### src/rtl/toggle_dec_pkg.sv
// Shared types and default constants for the toggle-encoded event decoder.
// State encoding is fixed so that other blocks can decode the busy state.
package toggle_dec_pkg;

   typedef enum logic [1:0] {
      IDLE  = 2'd0,
      QUAL  = 2'd1,
      BLANK = 2'd2
   } state_t;

   localparam int CNT_W_DEF       = 8;
   localparam int GAP_CYCLES_DEF  = 4;
   localparam int FILT_CYCLES_DEF = 3;

endpackage

### src/rtl/sync2_ff.sv
// Two-flop synchroniser for a single asynchronous level.
// Synchronous active-high reset clears both stages.
module sync2_ff (
   input  logic clk,
   input  logic rst,
   input  logic d,
   output logic q
);

   logic s1;

   always_ff @(posedge clk) begin
      if (rst) begin
         s1 <= 1'b0;
         q  <= 1'b0;
      end else begin
         s1 <= d;
         q  <= s1;
      end
   end

endmodule

### src/rtl/toggle_event_decoder.sv
// Toggle-line event decoder with saturating pending count and valid/ready drain.
// Optional glitch filter (QUAL state) enabled by TOGGLE_DEC_GLITCH_FILTER_EN.
module toggle_event_decoder
   import toggle_dec_pkg::*;
#(
   parameter int CNT_W       = CNT_W_DEF,
   parameter int GAP_CYCLES  = GAP_CYCLES_DEF
`ifdef TOGGLE_DEC_GLITCH_FILTER_EN
  ,parameter int FILT_CYCLES = FILT_CYCLES_DEF
`endif
) (
   input  logic             clk,
   input  logic             rst,
   input  logic             tog_in,
   output logic             ev_pulse,
   output logic             ev_valid,
   input  logic             ev_ready,
   output logic [CNT_W-1:0] ev_count,
   output logic             overflow,
   output logic             busy
);

   localparam logic [CNT_W-1:0] CNT_MAX = '1;
   localparam logic [7:0]       GAP_LD  = 8'(GAP_CYCLES - 1);

   state_t           state, state_n;
   logic             sync2;
   logic             ref_lvl, ref_n;
   logic [1:0]       init_cnt;
   logic             init_done;
   logic [7:0]       gap_cnt, gap_n;
   logic             diff;
   logic             accept;
   logic             hs;
   logic [CNT_W-1:0] cnt_n;
   logic             ovf_n;
`ifdef TOGGLE_DEC_GLITCH_FILTER_EN
   logic [7:0]       filt_cnt, filt_n;
`endif

   sync2_ff u_sync (
      .clk (clk),
      .rst (rst),
      .d   (tog_in),
      .q   (sync2)
   );

   // ref_lvl tracks sync2 until the synchroniser has flushed the reset
   // zeros, so a line already high at reset release is never counted.
   assign init_done = (init_cnt == 2'd3);
   assign diff      = (sync2 != ref_lvl);
   assign hs        = ev_valid & ev_ready;
   assign busy      = (state != IDLE);

   always_comb begin
      state_n = state;
      gap_n   = gap_cnt;
      ref_n   = ref_lvl;
      accept  = 1'b0;
`ifdef TOGGLE_DEC_GLITCH_FILTER_EN
      filt_n  = filt_cnt;
`endif
      if (!init_done) begin
         ref_n = sync2;
      end else begin
         unique case (state)
            IDLE: begin
               if (diff) begin
`ifdef TOGGLE_DEC_GLITCH_FILTER_EN
                  state_n = QUAL;
                  filt_n  = 8'd1;
`else
                  accept  = 1'b1;
`endif
               end
            end
`ifdef TOGGLE_DEC_GLITCH_FILTER_EN
            QUAL: begin
               if (!diff)
                  state_n = IDLE;
               else if (filt_cnt >= 8'(FILT_CYCLES))
                  accept = 1'b1;
               else
                  filt_n = filt_cnt + 8'd1;
            end
`endif
            BLANK: begin
               if (gap_cnt == 8'd0)
                  state_n = IDLE;
               else
                  gap_n = gap_cnt - 8'd1;
            end
            default: state_n = IDLE;
         endcase
      end
      if (accept) begin
         ref_n   = sync2;
         gap_n   = GAP_LD;
         state_n = BLANK;
`ifdef TOGGLE_DEC_GLITCH_FILTER_EN
         filt_n  = 8'd0;
`endif
      end
   end

   // The consumer sees the pre-increment value on a handshake edge.
   always_comb begin
      cnt_n = ev_count;
      ovf_n = overflow;
      if (accept && hs)
         cnt_n = CNT_W'(1);
      else if (accept) begin
         if (ev_count == CNT_MAX)
            ovf_n = 1'b1;
         else
            cnt_n = ev_count + CNT_W'(1);
      end else if (hs)
         cnt_n = '0;
   end

   always_ff @(posedge clk) begin
      if (rst) begin
         state    <= IDLE;
         ref_lvl  <= 1'b0;
         init_cnt <= 2'd0;
         gap_cnt  <= 8'd0;
         ev_pulse <= 1'b0;
         ev_count <= '0;
         ev_valid <= 1'b0;
         overflow <= 1'b0;
      end else begin
         state    <= state_n;
         ref_lvl  <= ref_n;
         gap_cnt  <= gap_n;
         ev_pulse <= accept;
         ev_count <= cnt_n;
         ev_valid <= (cnt_n != '0);
         overflow <= ovf_n;
         if (!init_done)
            init_cnt <= init_cnt + 2'd1;
      end
   end

`ifdef TOGGLE_DEC_GLITCH_FILTER_EN
   always_ff @(posedge clk) begin
      if (rst)
         filt_cnt <= 8'd0;
      else
         filt_cnt <= filt_n;
   end
`endif

endmodule

### config.mk
export PLATFORM = sky130hd
export DESIGN_NAME = toggle_event_decoder
export DESIGN_NICKNAME = d
export VERILOG_FILES = /design/src/rtl/toggle_dec_pkg.sv /design/src/rtl/sync2_ff.sv /design/src/rtl/toggle_event_decoder.sv
export SDC_FILE = /design/constraint.sdc
export NUM_CORES = 1
export LEC_CHECK = 0
export ABC_CLOCK_PERIOD_IN_PS = 4200
export CAP_MARGIN = 20
export CORE_UTILIZATION = 58
export DETAILED_ROUTE_END_ITERATION = 12
export MAX_ROUTING_LAYER = met4
export PLACE_DENSITY_LB_ADDON = 0.08
export RECOVER_POWER = 50
export SETUP_SLACK_MARGIN = 0.02
export SLEW_MARGIN = 40
export SYNTH_ARGS = -nofsm -noshare
export SYNTH_HDL_FRONTEND = slang
export SYNTH_SLANG_ARGS = --single-unit
### constraint.sdc
create_clock -name clk -period 4.2 [get_ports clk]
set_input_delay 1.26 -clock clk [delete_from_list [all_inputs] [get_ports clk]]
set_output_delay 1.26 -clock clk [all_outputs]
set_load 0.03 [all_outputs]
Yosys cells after proc, flatten, opt, wreduce, memory -nomap -nowiden --
Index checks and enable logic that the tools add are counted.
Storage, ports and cells: flip-flop bits (word level) 26, input port bits 4, output and inout bits 12
Operators by class: add/subtract/negate cells 3, equal/unequal tests 9, muxes and demuxes 17, bitwise operators 4, reductions and logical operators 13
Operators by type and width (number):
- 2-to-1 mux 8 bit | 4
- AND reduction 3 bit | 5
- 2-to-1 mux 2 bit | 7
- adder 8 x 1 -> 8 bit (second input constant) | 1
- == test 8 bit (second input constant) | 1
- zero test 8 bit | 1
- nonzero test 8 bit | 1
- subtractor 8 x 1 -> 8 bit (second input constant) | 1
- != test 2 bit (second input constant) | 3
- nonzero test 2 bit | 3
- 2-to-1 mux 1 bit | 5
- == test 2 bit (second input constant) | 2
- one-hot mux 2 bit (2 select lines) | 1
- != test 3 bit (second input constant) | 1
- inverter 1 bit | 3
- adder 2 x 1 -> 2 bit (second input constant) | 1
- zero test 2 bit | 1
- != test 2 x 1 -> 1 bit (second input constant) | 1
- OR reduction 2 bit | 1
- AND 1 bit | 1
- logical AND 1 bit | 1
- != test 1 bit | 1

Logic depth before layout (Yosys ltp) --
Gate-level depths: netlist of the first run.
word-level depth 7, mapped depth 8

Modules after synthesis --
From an unflattened synthesis of the first run, not the netlist that was laid out.
Unflattened totals: cells, all modules 148, area total of the unflattened synthesis 1291.2 um^2
Modules (own cells, without submodules):
- toggle_event_decoder | instances 1, cells each 144, area an instance 1238.7 um^2, seq. area each 460.4 um^2
- sync2_ff | instances 1, cells each 4, area an instance 52.6 um^2, seq. area each 40.0 um^2

Least setup slack after synthesis of the first run --
OpenSTA, ideal clock, no wires.
kind input-to-reg, from input port ev_ready, to register ev_valid, arrival 2.049 ns, required time 4.056 ns, slack 2.007 ns, stages on the path 5, path buffers 0, cells stage by stage nand2_1 > nand3_1 > mux2_2 > o211ai_1 > a41oi_2
Between the ends: cells in the longest elaborated chain, start to end 5
RTL lines:
- from (decl) | line toggle_event_decoder.sv:17 | input logic ev_ready,
- AND 1 bit * | line toggle_event_decoder.sv:52 | assign hs = ev_valid & ev_ready;
- 2-to-1 mux 8 bit | line toggle_event_decoder.sv:117 | end else if (hs)
- 2-to-1 mux 8 bit | line toggle_event_decoder.sv:112 | else if (accept) begin
- 2-to-1 mux 8 bit * | line toggle_event_decoder.sv:110 | if (accept && hs)
- nonzero test 8 bit * | line toggle_event_decoder.sv:137 | ev_valid <= (cnt_n != '0);
- to (signal assigned) | line toggle_event_decoder.sv:137
- to (decl) | line toggle_event_decoder.sv:16 | output logic ev_valid,
Mark *: on every way between the ends. The rest lies on a longest branch, timed or not. A chain may end at the register's enable or synchronous reset.

Final worst setup path of the first run --
from register ev_count[0], to output port ev_count[0]
RTL lines:
- from (decl) | line toggle_event_decoder.sv:18 | output logic [CNT_W-1:0] ev_count,
- from (signal assigned) | line toggle_event_decoder.sv:136 | ev_count <= cnt_n;
No word-level cell between the ends.

==> run_summary.xml, run 1 <==
<?xml version="1.0" encoding="UTF-8"?>
<metrics>
  <group name="timing">
    <metric name="period_needed" unit="ps">2860</metric>
    <metric name="setup_repair_after_global_routing_missed_its_margin" unit="">false</metric>
    <metric name="setup_viol_count_final" unit="">0</metric>
    <metric name="fmax" unit="MHz">350</metric>
    <metric name="timing.slew.headroom" unit="">0.499</metric>
    <metric name="timing_max_transition_violations_final" unit="">0</metric>
    <metric name="min_period_over_period" unit="">0.680</metric>
    <metric name="finalHoldViolations" unit="">0</metric>
    <metric name="timing_worst_slew_pin_value" unit="ps">749</metric>
    <metric name="setup_tns" unit="ps">0</metric>
    <metric name="timing.clock.skew" unit="ps">7.14</metric>
  </group>
  <group name="final_layout">
    <metric name="final_area" unit="mm^2">0.00147</metric>
    <metric name="layout_cells_sized_above_1" unit="">0.119</metric>
    <metric name="reg.largest.list" unit="">ev_count: 8 flops, gap_cnt: 8 flops, init_cnt: 2 flops</metric>
    <metric name="layout.core_utilization" unit="">0.721</metric>
    <metric name="area_growth" unit="%">13.4</metric>
    <metric name="antenna_cells_inserted" unit="">0</metric>
    <metric name="num-nets-final" unit="">160</metric>
  </group>
  <group name="worst_hold_path">
    <metric name="hold_path_class" unit="">reg2reg</metric>
    <metric name="holdPathStages" unit="">1</metric>
  </group>
  <group name="cts">
    <metric name="clkSinkCount" unit="">25</metric>
    <metric name="clockBufferDepth" unit="">2</metric>
    <metric name="clockRootBuffer" unit="">sky130_fd_sc_hd__clkbuf_4</metric>
    <metric name="clkLatencyLatePin" unit="ps">320</metric>
    <metric name="ctsHtreeMaxLevel" unit="">1</metric>
    <metric name="cts.repair.resized" unit="">0</metric>
    <metric name="clkSlewWorstSetupHoldPaths" unit="ps">130</metric>
    <metric name="tritoncts" unit="">yes</metric>
    <metric name="cts_buffers" unit="">3</metric>
    <metric name="cts_setup_buffers" unit="">0</metric>
    <metric name="cts-hold-fix-buffers" unit="">0</metric>
  </group>
  <group name="setup_path">
    <metric name="reg2reg_setup_slack" unit="ps">1900</metric>
    <metric name="regToRegEndpoint" unit="">ev_valid</metric>
    <metric name="critPathArrivalTime" unit="ps">1600</metric>
    <metric name="critical_path.endpoint_type" unit="">primary output</metric>
    <metric name="cp-startpoint" unit="">ev_count[0]</metric>
    <metric name="crit_cells" unit="">1</metric>
    <metric name="timing.critical_path.buf_inv" unit="">1</metric>
    <metric name="critPathTopFamily" unit="">buffers and inverters</metric>
    <metric name="critical-path-max-stage-delay" unit="ps">730</metric>
    <metric name="timing.critical_path.fanout_max" unit="">10</metric>
    <metric name="cp_slowest_cell" unit="">sky130_fd_sc_hd__clkdlybuf4s50_1</metric>
    <metric name="critical_path_startpoint_category" unit="">register</metric>
    <metric name="crit_path_to" unit="">ev_count[0]</metric>
    <metric name="kind_of_critical_path" unit="">reg2out</metric>
    <metric name="regToRegStartpoint" unit="">init_cnt[0]</metric>
    <metric name="path_cells" unit="">clkdlybuf4s50_1</metric>
    <metric name="reg2reg_depth" unit="">6</metric>
    <metric name="data_required_time_at_the_worst_endpoint" unit="ps">2940</metric>
  </group>
  <group name="logic_synthesis">
    <metric name="synth.lib_cells_used.distinct" unit="">50</metric>
    <metric name="synth.cells.most_frequent" unit="">sky130_fd_sc_hd__dfxtp_1, sky130_fd_sc_hd__nor2_1, sky130_fd_sc_hd__nor3_1, sky130_fd_sc_hd__nand3_1, sky130_fd_sc_hd__nand2_1</metric>
    <metric name="post_synthesis_share_of_cell_area_spent_on_xor_and_xnor_gates" unit="">0.0665</metric>
    <metric name="synth.cell_area" unit="mm^2">0.00130</metric>
    <metric name="synth_seq_area_share" unit="">0.385</metric>
    <metric name="synth_adder_area_share" unit="">0.0385</metric>
    <metric name="async_reset_ff_frac" unit="">0</metric>
    <metric name="synth_top_cell_by_area" unit="">sky130_fd_sc_hd__dfxtp_1</metric>
    <metric name="ys_dominant_reg_cell" unit="">sky130_fd_sc_hd__dfxtp_1</metric>
    <metric name="synth_edf_count" unit="">0</metric>
    <metric name="muxShareOfSynthArea" unit="">0.0318</metric>
    <metric name="synth.yosys.warnings" unit="">0</metric>
    <metric name="synth_compound_area_frac" unit="">0.166</metric>
    <metric name="register_bit_total_from_synthesis" unit="">25</metric>
    <metric name="yosysMostFrequentCell" unit="">sky130_fd_sc_hd__dfxtp_1</metric>
    <metric name="post_synth_main_area_contributors" unit="">sky130_fd_sc_hd__dfxtp_1, sky130_fd_sc_hd__nor3_1, sky130_fd_sc_hd__ha_1, sky130_fd_sc_hd__nor2_1, sky130_fd_sc_hd__nand3_1</metric>
    <metric name="avgSynthCellArea" unit="um^2">9.48</metric>
    <metric name="synth_simple_gate_area_frac" unit="">0.276</metric>
    <metric name="dominant_combinational_cell_family_by_area_after_synthesis" unit="">simple AND/OR/NAND/NOR gates</metric>
    <metric name="synth_top_area_share" unit="">0.385</metric>
    <metric name="netlist_instances" unit="">137</metric>
    <metric name="synth_nets" unit="">145</metric>
  </group>
  <group name="route">
    <metric name="drt_pass1_iterations" unit="">4</metric>
    <metric name="wire_per_inst" unit="um">14.2</metric>
    <metric name="viasPerCell" unit="">6.02</metric>
    <metric name="via_count" unit="">1072</metric>
    <metric name="number_of_drc_markers_in_iteration_0" unit="">47</metric>
    <metric name="postRouteWirelength" unit="um">2520</metric>
    <metric name="ant_nets" unit="">0</metric>
    <metric name="drcViolationCount" unit="">0</metric>
  </group>
  <group name="grt">
    <metric name="grt_max_degree" unit="">22</metric>
    <metric name="grt_remaining_overflow" unit="">0</metric>
    <metric name="first_global_vias" unit="">937</metric>
    <metric name="track_usage" unit="">0.239</metric>
    <metric name="grt_first_pass_wirelength" unit="um">4240</metric>
    <metric name="antenna_found_initial" unit="">0</metric>
  </group>
  <group name="floorplanning">
    <metric name="initial_core_util" unit="">0.636</metric>
    <metric name="chipWidth" unit="um">49.3</metric>
    <metric name="placementRows" unit="">16</metric>
    <metric name="die-area" unit="mm^2">0.00243</metric>
    <metric name="dieHeight" unit="um">49.3</metric>
    <metric name="design.portCount" unit="">16</metric>
    <metric name="core_area" unit="mm^2">0.00204</metric>
  </group>
  <group name="power">
    <metric name="cellPowerDensity" unit="mW/mm^2">269</metric>
    <metric name="power.static_leakage" unit="nW">0.521</metric>
    <metric name="vdd.ir_drop.worst" unit="uV">253</metric>
    <metric name="post-layout-total-power" unit="W">0.000396</metric>
  </group>
  <group name="place">
    <metric name="detailed_place_hpwl" unit="um">1840</metric>
    <metric name="place_area" unit="mm^2">0.00145</metric>
    <metric name="io_buffer_count" unit="">15</metric>
    <metric name="routabilityCongestion" unit="">0.914</metric>
  </group>
  <group name="status">
    <metric name="run_status" unit="">finished clean</metric>
  </group>
  <group name="flow_run">
    <metric name="max_cap_viol_count" unit="">0</metric>
  </group>
</metrics>
[area by class of cell]
cell class,instances,area (um^2)
fill,156,569
sequential,25,500
clock buffer,4,26.3
timing repair buffer,15,150
inverter,4,15.0
multi-input combinational,103,747
tap,27,33.8
[placed cells by master (no fill, tap or decap), types with 4 or more instances in the layout]
cell                              instances
sky130_fd_sc_hd__clkdlybuf4s50_1         14
sky130_fd_sc_hd__nor3_1                  11
sky130_fd_sc_hd__xnor2_1                  4
sky130_fd_sc_hd__dfxtp_1                 25
sky130_fd_sc_hd__ha_1                     4
sky130_fd_sc_hd__nand3_1                  9
sky130_fd_sc_hd__nand2_1                  6
sky130_fd_sc_hd__a211oi_1                 5
sky130_fd_sc_hd__nor2_1                  13
sky130_fd_sc_hd__xor2_1                   4
sky130_fd_sc_hd__inv_1                    4
[worst min-delay path by stage]
| stage | slack [ps] | end | start |
|---|---|---|---|
| 2_1_floorplan | 410 | u_sync.q | u_sync.s1 |
| 3_3_place_gp | 430 | u_sync.q | u_sync.s1 |
| 3_5_place_dp | 440 | u_sync.q | u_sync.s1 |
| 4_1_cts | 460 | u_sync.q | u_sync.s1 |
| 5_1_grt | 480 | u_sync.q | u_sync.s1 |
| 6_report | 460 | u_sync.q | u_sync.s1 |
[power by group]
group          switching [W]  internal [W]
Clock              0.0000698     0.0000372
Sequential        0.00000485      0.000244
Combinational      0.0000230     0.0000169
[stage by stage]
stage,instances,setup WS [ps],hold WS [ps]
floorplan,137,2010,414
global placement,174,1450,431
detailed placement,174,1410,438
CTS,178,1350,461
global route,178,1270,478
finish,178,1340,458
[routing by layer]
metal  wire length [um]  global-route usage
met5                  0                   -
met4                 34              0.0735
met3                150              0.0374
met2               1180               0.368
met1               1160               0.319
[cells by family after synthesis]
family | count (synthesis)
XOR/XNOR | 9
buffers and inverters | 9
multiplexers | 4
AO/OA/AOI/OAI | 23
adder cells (fa/ha/maj) | 4
AND/OR/NAND/NOR | 63
flip-flops | 25
Power figures use the tool's default switching activity.
==> run 2, diff against run 1 <==
--- a/config.mk
+++ b/config.mk
@@ -5,9 +5,9 @@
 export SDC_FILE = /design/constraint.sdc
 export NUM_CORES = 1
 export LEC_CHECK = 0
-export ABC_CLOCK_PERIOD_IN_PS = 4200
+export ABC_CLOCK_PERIOD_IN_PS = 3000
 export CAP_MARGIN = 20
-export CORE_UTILIZATION = 58
+export CORE_UTILIZATION = 54
 export DETAILED_ROUTE_END_ITERATION = 12
 export MAX_ROUTING_LAYER = met4
 export PLACE_DENSITY_LB_ADDON = 0.08
==> constraint.sdc (replaced) <==
create_clock -name clk -period 3 [get_ports clk]
set_input_delay 0.9 -clock clk [delete_from_list [all_inputs] [get_ports clk]]
set_output_delay 0.9 -clock clk [all_outputs]
set_load 0.03 [all_outputs]
==> run 2 against run 1 <==
Net effect:
- clock power grew 37%
- first-iteration DRC count shrank 66%
- wire length shrank 0.52%
- worst setup slack lost 830 ps
- largest cell class unchanged
==> run_summary.xml, run 2 (synthesis gave the netlist of run 1 again) <==
<?xml version="1.0" encoding="UTF-8"?>
<metrics>
  <group name="cts">
    <metric name="cts_buffers" unit="">3</metric>
    <metric name="clkSlewWorstSetupHoldPaths" unit="ps">130</metric>
    <metric name="clkSinkCount" unit="">25</metric>
    <metric name="clockRootBuffer" unit="">sky130_fd_sc_hd__clkbuf_4</metric>
    <metric name="clockBufferDepth" unit="">2</metric>
    <metric name="cts.repair.resized" unit="">0</metric>
    <metric name="tritoncts" unit="">yes</metric>
    <metric name="cts-hold-fix-buffers" unit="">0</metric>
    <metric name="ctsHtreeMaxLevel" unit="">1</metric>
    <metric name="cts_setup_buffers" unit="">0</metric>
    <metric name="clkLatencyLatePin" unit="ps">310</metric>
  </group>
  <group name="floorplanning">
    <metric name="design.portCount" unit="">16</metric>
    <metric name="initial_core_util" unit="">0.582</metric>
    <metric name="placementRows" unit="">17</metric>
    <metric name="die-area" unit="mm^2">0.00261</metric>
    <metric name="core_area" unit="mm^2">0.00223</metric>
    <metric name="chipWidth" unit="um">51.0</metric>
    <metric name="dieHeight" unit="um">51.0</metric>
  </group>
  <group name="grt">
    <metric name="first_global_vias" unit="">1050</metric>
    <metric name="grt_first_pass_wirelength" unit="um">4420</metric>
    <metric name="grt_max_degree" unit="">21</metric>
    <metric name="antenna_found_initial" unit="">0</metric>
    <metric name="grt_remaining_overflow" unit="">0</metric>
    <metric name="track_usage" unit="">0.231</metric>
  </group>
  <group name="route">
    <metric name="postRouteWirelength" unit="um">2510</metric>
    <metric name="via_count" unit="">1066</metric>
    <metric name="wire_per_inst" unit="um">13.9</metric>
    <metric name="drt_pass1_iterations" unit="">4</metric>
    <metric name="drcViolationCount" unit="">0</metric>
    <metric name="number_of_drc_markers_in_iteration_0" unit="">16</metric>
    <metric name="viasPerCell" unit="">5.89</metric>
    <metric name="ant_nets" unit="">0</metric>
  </group>
  <group name="timing">
    <metric name="finalHoldViolations" unit="">0</metric>
    <metric name="setup_viol_count_final" unit="">0</metric>
    <metric name="timing.hold.ws" unit="ps">451</metric>
    <metric name="setup_repair_after_global_routing_missed_its_margin" unit="">false</metric>
    <metric name="fmax" unit="MHz">402</metric>
    <metric name="timing.clock.skew" unit="ps">5.93</metric>
    <metric name="timing_max_transition_violations_final" unit="">0</metric>
    <metric name="min_period_over_period" unit="">0.829</metric>
    <metric name="setup_slack" unit="ps">512</metric>
    <metric name="timing.slew.headroom" unit="">0.384</metric>
    <metric name="period_needed" unit="ps">2490</metric>
    <metric name="timing_worst_slew_pin_value" unit="ps">924</metric>
    <metric name="setup_tns" unit="ps">0</metric>
  </group>
  <group name="final_layout">
    <metric name="area_growth" unit="%">14.2</metric>
    <metric name="fillerInstances" unit="">210</metric>
    <metric name="num-nets-final" unit="">162</metric>
    <metric name="antenna_cells_inserted" unit="">0</metric>
    <metric name="multiInputGateArea" unit="um^2">743</metric>
    <metric name="ff_latch_area" unit="um^2">500</metric>
    <metric name="reg.largest.list" unit="">ev_count: 8 flops, gap_cnt: 8 flops, init_cnt: 2 flops</metric>
    <metric name="mostFrequentLayoutCell" unit="">sky130_fd_sc_hd__dfxtp_1</metric>
    <metric name="most-common-layout-cells" unit="">sky130_fd_sc_hd__dfxtp_1, sky130_fd_sc_hd__nor2_1, sky130_fd_sc_hd__clkdlybuf4s50_1</metric>
    <metric name="layout_cells_sized_above_1" unit="">0.131</metric>
  </group>
  <group name="power">
    <metric name="cellPowerDensity" unit="mW/mm^2">372</metric>
    <metric name="clockPowerShare" unit="">0.266</metric>
    <metric name="p_int" unit="W">0.000415</metric>
    <metric name="sw_frac_of_total" unit="">0.246</metric>
    <metric name="pwr-share-seq" unit="">0.632</metric>
    <metric name="power.static_leakage" unit="nW">0.530</metric>
    <metric name="power.combinational.fraction" unit="">0.102</metric>
    <metric name="p_sw" unit="W">0.000136</metric>
    <metric name="vdd.ir_drop.worst" unit="uV">326</metric>
  </group>
  <group name="setup_path">
    <metric name="timing.critical_path.buf_inv" unit="">1</metric>
    <metric name="critPathTopFamily" unit="">buffers and inverters</metric>
    <metric name="path_cells" unit="">clkdlybuf4s50_1</metric>
    <metric name="critPathArrivalTime" unit="ps">1590</metric>
    <metric name="critical-path-max-stage-delay" unit="ps">730</metric>
    <metric name="timing.critical_path.fanout_max" unit="">9</metric>
    <metric name="critical_path.endpoint_type" unit="">primary output</metric>
    <metric name="cp_slowest_cell" unit="">sky130_fd_sc_hd__clkdlybuf4s50_1</metric>
    <metric name="critical_path_startpoint_category" unit="">register</metric>
    <metric name="kind_of_critical_path" unit="">reg2out</metric>
    <metric name="data_required_time_at_the_worst_endpoint" unit="ps">2100</metric>
  </group>
  <group name="place">
    <metric name="post-place-ws" unit="ps">651</metric>
    <metric name="detailed_place_hpwl" unit="um">1790</metric>
    <metric name="io_buffer_count" unit="">15</metric>
    <metric name="routabilityCongestion" unit="">0.912</metric>
  </group>
  <group name="flow_run">
    <metric name="max_cap_viol_count" unit="">0</metric>
  </group>
  <group name="status">
    <metric name="run_status" unit="">finished clean</metric>
  </group>
  <group name="worst_hold_path">
    <metric name="hold_path_class" unit="">reg2reg</metric>
  </group>
</metrics>
run 2: through the flow:
step / power [W] / std cells / cell area, um^2 / util
detailed placement: 0.000414 / 177 / 1470 / 0.657
global route: 0.000577 / 181 / 1480 / 0.664
global placement: 0.000412 / 177 / 1470 / 0.657
finish: 0.000551 / 181 / 1480 / 0.664
floorplan: 0.000399 / 137 / 1300 / -
CTS: 0.000560 / 181 / 1500 / 0.669
run 2: path summary, 6_finish.rpt:
kind | cells after the start | slack [ps] | endpoint | start
max | 1 | 510 | ev_count[4] | ev_count[4]
min reg2reg | 1 | 450 | u_sync.q | u_sync.s1
max reg2reg | 6 | 910 | ev_valid | ev_count[0]
min | 1 | 450 | u_sync.q | u_sync.s1
run 2: final cells by class:
| type | instances | area share |
|---|---|---|
| clock buffers | 3 | 0.0152 |
| clock inverters | 1 | 0.00338 |
| inverters | 4 | 0.0101 |
| multi-input cells | 103 | 0.501 |
| flip-flops and latches | 25 | 0.338 |
| well taps | 28 | 0.0236 |
| repair buffers | 17 | 0.109 |
run 2: per-layer routing:
metal / vias to the layer above / part of all wire / GRT usage
met1: 505 / 0.46 / 0.250
met3: 4 / 0.028 / 0.0357
met5: - / 0 / -
met4: 0 / 0.017 / 0.0926
met2: 20 / 0.50 / 0.417
li1: 537 / - / -
run 2: power groups by stage:
stage	Sequential (W)	Clock (W)	Combinational, W
2_1_floorplan	0.000358	0	0.0000419
6_report	0.000349	0.000147	0.0000562
5_1_grt	0.000350	0.000162	0.0000647
4_1_cts	0.000349	0.000153	0.0000588
3_3_place_gp	0.000355	0	0.0000566
3_5_place_dp	0.000356	0	0.0000583
